**config.mk**
```make
export PLATFORM = sky130hd
export DESIGN_NAME = uart_rx_deserializer
export DESIGN_NICKNAME = d
export VERILOG_FILES = /design/src/rtl/uart_rx_deserializer.sv
export SDC_FILE = /design/constraint.sdc
export NUM_CORES = 1
export LEC_CHECK = 0
export CAP_MARGIN = 20
export CORE_MARGIN = 3
export CORE_UTILIZATION = 49
export DETAILED_ROUTE_END_ITERATION = 8
export PLACE_DENSITY_LB_ADDON = 0.2
export RECOVER_POWER = 25
export SYNTH_ARGS = -nofsm -noshare
export SYNTH_HDL_FRONTEND = slang
export SYNTH_SLANG_ARGS = --single-unit
```
**constraint.sdc**
```tcl
create_clock -name clock -period 1.6 [get_ports clock]
set_input_delay 0.16 -clock clock [delete_from_list [all_inputs] [get_ports clock]]
set_output_delay 0.16 -clock clock [all_outputs]
set_load 0.03 [all_outputs]
```
**src/rtl/uart_rx_deserializer.sv**
```systemverilog
// UART receive front end: synchronizes the serial line, detects the start
// edge, samples each bit at mid-period using the 16x oversample tick and
// hands the assembled word to the host over a valid/ack handshake.
module uart_rx_deserializer #(
    parameter int DATA_BITS  = 8,
    parameter int OVERSAMPLE = 16
) (
    input  logic                 clock,
    input  logic                 reset,
    input  logic                 rx,
    input  logic                 tick,
    output logic                 start_rx,
    output logic [DATA_BITS-1:0] rx_data,
    output logic                 rx_valid,
    input  logic                 rx_ack,
    output logic                 framing_error,
    output logic                 overrun
);

    localparam int TW = $clog2(OVERSAMPLE);
    localparam int BW = $clog2(DATA_BITS) + 1;

    localparam logic [2:0] S_IDLE  = 3'd0;
    localparam logic [2:0] S_START = 3'd1;
    localparam logic [2:0] S_DATA  = 3'd2;
    localparam logic [2:0] S_STOP  = 3'd3;
    localparam logic [2:0] S_BREAK = 3'd4;

    localparam logic [TW-1:0] TICK_HALF_LAST = TW'(OVERSAMPLE / 2 - 1);
    localparam logic [TW-1:0] TICK_FULL_LAST = TW'(OVERSAMPLE - 1);
    localparam logic [TW-1:0] TICK_ONE       = TW'(1);
    localparam logic [BW-1:0] BIT_LAST       = BW'(DATA_BITS - 1);
    localparam logic [BW-1:0] BIT_ONE        = BW'(1);

    logic                 rx_sync1;
    logic                 rx_s;
    logic                 rx_prev;
    logic [2:0]           state;
    logic [TW-1:0]        tick_cnt;
    logic [BW-1:0]        bit_cnt;
    logic [DATA_BITS-1:0] shift_reg;
    logic [DATA_BITS:0]   shift_next;

    // New sample enters at the top so the first bit received ends up as the LSB
    assign shift_next = {rx_s, shift_reg};

    // Two-flop synchronizer plus a delayed copy for falling-edge detection; idle high
    always_ff @(posedge clock or posedge reset) begin
        if (reset) begin
            rx_sync1 <= 1'b1;
            rx_s     <= 1'b1;
            rx_prev  <= 1'b1;
        end else begin
            rx_sync1 <= rx;
            rx_s     <= rx_sync1;
            rx_prev  <= rx_s;
        end
    end

    // Frame FSM with tick/bit counters, output word register and host handshake flags
    always_ff @(posedge clock or posedge reset) begin
        if (reset) begin
            state         <= S_IDLE;
            tick_cnt      <= '0;
            bit_cnt       <= '0;
            shift_reg     <= '0;
            start_rx      <= 1'b0;
            rx_data       <= '0;
            rx_valid      <= 1'b0;
            framing_error <= 1'b0;
            overrun       <= 1'b0;
        end else begin
            start_rx      <= 1'b0;
            framing_error <= 1'b0;

            if (rx_valid && rx_ack) begin
                rx_valid <= 1'b0;
                overrun  <= 1'b0;
            end

            case (state)
                S_IDLE: begin
                    tick_cnt <= '0;
                    if (rx_prev && !rx_s) begin
                        start_rx <= 1'b1;
                        state    <= S_START;
                    end
                end

                S_START: begin
                    // The tick coinciding with start_rx belongs to the old phase
                    if (tick && !start_rx) begin
                        if (tick_cnt == TICK_HALF_LAST) begin
                            tick_cnt <= '0;
                            bit_cnt  <= '0;
                            state    <= rx_s ? S_IDLE : S_DATA;
                        end else begin
                            tick_cnt <= tick_cnt + TICK_ONE;
                        end
                    end
                end

                S_DATA: begin
                    if (tick) begin
                        if (tick_cnt == TICK_FULL_LAST) begin
                            tick_cnt  <= '0;
                            shift_reg <= shift_next[DATA_BITS:1];
                            bit_cnt   <= bit_cnt + BIT_ONE;
                            if (bit_cnt == BIT_LAST) begin
                                state <= S_STOP;
                            end
                        end else begin
                            tick_cnt <= tick_cnt + TICK_ONE;
                        end
                    end
                end

                S_STOP: begin
                    if (tick) begin
                        if (tick_cnt == TICK_FULL_LAST) begin
                            tick_cnt <= '0;
                            if (rx_s) begin
                                state <= S_IDLE;
                                if (rx_valid && !rx_ack) begin
                                    overrun <= 1'b1;
                                end else begin
                                    rx_data  <= shift_reg;
                                    rx_valid <= 1'b1;
                                end
                            end else begin
                                framing_error <= 1'b1;
                                state         <= S_BREAK;
                            end
                        end else begin
                            tick_cnt <= tick_cnt + TICK_ONE;
                        end
                    end
                end

                S_BREAK: begin
                    tick_cnt <= '0;
                    if (rx_s) begin
                        state <= S_IDLE;
                    end
                end

                default: begin
                    tick_cnt <= '0;
                    state    <= S_IDLE;
                end
            endcase
        end
    end

endmodule

```
==> results by group <==
Status
  – Status: finished, violations left
  – Failing checks: negative setup slack

Clock network
  – CTS sink count: 34
  – CTS Buf Count: 5
  – Clock root buffer: clkbuf_4
  – Maximum clock path buffer count: 2
  – Worst skew pair latency: 0.34 ns
  – H-Tree Depth: 2
  – TritonCTS clock tree: done
  – Reg clk slew, reported paths: 0.10 ns

Synthesis
  – Most frequent cell after synthesis: dfrtp_1
  – Post-Syn Instances: 127
  – Yosys top cell area share: 49.09%
  – Ys Warns: 0
  – Synth Flop Type: dfrtp_1
  – Distinct cell type count of the synthesized netlist: 44
  – Area leader, netlist: dfrtp_1
  – Most instantiated cells after synthesis: dfrtp_1 (31), mux2_2 (18), a21oi_1 (8)
  – Syn nets: 134
  – Mapped Area: 0.001580 mm²
  – Post-synthesis sequential area ratio: 54.08%
  – FFs w/ async S/R, synth: 100.0%
  – Syn avg cell area: 12.44 µm²
  – Post-synth EDFFs: 0
  – Area contributors post-synth: dfrtp_1 (49%), mux2_2 (13%), dfstp_2 (5.0%)
  – Synth Register Bits: 34

Die
  – Die ar.: 0.003943 mm²
  – Row cnt: 19
  – Initial Utilization: 54.49%
  – Die height: 62.79 µm
  – I/O pin count: 17
  – Die W: 62.79 µm
  – Core footprint: 0.002900 mm²

Global route
  – Number of global-route vias before repair: 1225
  – First-pass GRT wire length: 5720 µm
  – GRT Total Usage: 18.74%
  – Largest net degree at the start of global routing: 35
  – Total gr overflow: 0
  – Initial antenna violation count: 0

Critical path
  – Crit Path Category: register to register
  – Worst EP required: 1.82 ns
  – Cell Chain, Critical Path: or4b_4 > a21oi_4 > mux2_4
  – R2R setup slack: -0.06 ns
  – Critical Path Sink Type: register
  – Bufs and invs on worst path: 0
  – Top Family by Delay on Critical Path: simple AND/OR/NAND/NOR gates
  – Worst-path fanout max: 4
  – CP Depth: 3
  – Worst R2R Path Depth: 3
  – Slowest stage cell, crit path: or4b_4
  – Worst Setup SP: start_rx
  – Worst Path Arrival: 1.89 ns
  – CP max stage delay: 0.58 ns
  – Type of origin of the critical path: register
  – Critical R2R Launch: start_rx

Drt
  – Routed Antenna Nets: 0
  – DRC errors left: 0
  – Vias: 1165
  – DRT iter0 DRCs: 38
  – Drt total wl: 3419 µm
  – TritonRoute pass-1 iters: 4
  – Wirelength per Cell: 15.90 µm
  – Via/cell ratio: 5.419

STA
  – Worst-Margin Slew: 0.8149 ns
  – Smallest hold slack: 0.3597 ns
  – Period utilization: 103.9%
  – RSZ-0062 raised after global routing: true
  – Max Slew Vio Count: 0
  – Hold Vio Cnt, Final: 0
  – Fmax: 601.4 MHz
  – Setup ws final: -0.06283 ns
  – Endpoints failing setup: 19
  – Setup tns final: -0.3772 ns
  – Final Skew: 0.01295 ns
  – Max transition margin: 45.67%
  – Period minus WS final: 1.663 ns

Placement
  – Detailed placer's ending HPWL: 2221 µm
  – GP Congestion: 0.8735
  – IO buf count: 16

Final layout
  – Synth-to-layout area growth: 40.06%
  – Fin nets: 179
  – Antenna diodes: 0
  – Filler instances: 203
  – Fraction of layout cells with a size suffix above 1: 43.35%

Run
  – Max cap viols: 0

Power and ir drop
  – Power Density: 1068 mW/mm²
  – Max VDD drop: 0.6627 mV
  – Leak pwr: 1.127 nW

Min path
  – Hold Crit Class: register to register
  – Hold Crit Depth: 0
  – Critical hold path startpoint: rx_sync1
## kinds of logic after synthesis
kind of cell,share of synthesized area [%]
AND/OR/NAND/NOR,15.44
flip-flops,54.08
AO/OA/AOI/OAI,12.83
multiplexers,12.83
buffers and inverters,2.691
adder cells (fa/ha/maj),1.583
XOR/XNOR,0.5543
## power by group
| group | switching (W) | internal, W |
|---|---|---|
| Sequential | 0.000120 | 0.000990 |
| Clock | 0.000289 | 0.000211 |
| Combinational | 0.000320 | 0.000434 |
## placed cells by master, fill, tap and decap left out, types with 4 or more instances in the layout
| master | count |
|---|---|
| dlymetal6s2s_1 | 7 |
| clkdlybuf4s50_1 | 5 |
| mux2_4 | 18 |
| clkbuf_4 | 5 |
| nor2_1 | 6 |
| inv_1 | 4 |
| dfrtp_1 | 30 |
| a21oi_1 | 6 |
| buf_4 | 22 |
## worst reg2reg max path, cell delays in order (launching register included)
cell and delay, ns:
dfrtp_2 0.42, or4b_4 0.58, a21oi_4 0.23, mux2_4 0.32
## final timing paths
kind                                endpoint
worst max register to register    bit_cnt[0]
min in group asynchronous       shift_reg[1]
worst min register to register          rx_s
worst min-delay path                    rx_s
worst max-delay path              bit_cnt[0]
max in group asynchronous           start_rx
## metal layers
| metal | track usage [%] | vias to the layer above | wire length [µm] |
|---|---|---|---|
| li1 | - | 554 | - |
| met1 | 23.34 | 575 | 1495 |
| met2 | 30.36 | 28 | 1712 |
| met3 | 5.576 | 8 | 134 |
| met4 | 7.713 | 0 | 77 |
| met5 | 0 | - | 0 |
## what timing repair did
action | CTS | global route
buffers inserted | 5 | 2
gates resized for setup | 22 | 17
pin swaps | 6 | 8
hold buffers | 0 | 0
setup endpoints to repair | 25 | 31
## layout make-up
type / instances / area, µm² / area share [%]
clock buffer: 6 / 51.30 / 2.318
clock inverter: 2 / 12.51 / 0.5653
inverter: 4 / 15.01 / 0.6784
multi-input combinational: 84 / 818.3 / 36.97
sequential: 34 / 855.8 / 38.67
tap: 42 / 52.55 / 2.374
timing repair buffer: 43 / 407.9 / 18.43
## metrics by stage
step                area (µm²)  util, %  setup WS [ns]  std cells  total power [W]
floorplan                 1595        -        -0.1196        127         0.001488
global placement          1943    67.00        -0.1275        200         0.001677
detailed placement        1943    67.00        -0.1660        200         0.001720
CTS                       2133    73.55       -0.08407        213         0.002312
global route              2213    76.32        -0.1341        215         0.002533
finish                    2213    76.32       -0.06283        215         0.002364
Power figures use the tool's default switching activity.
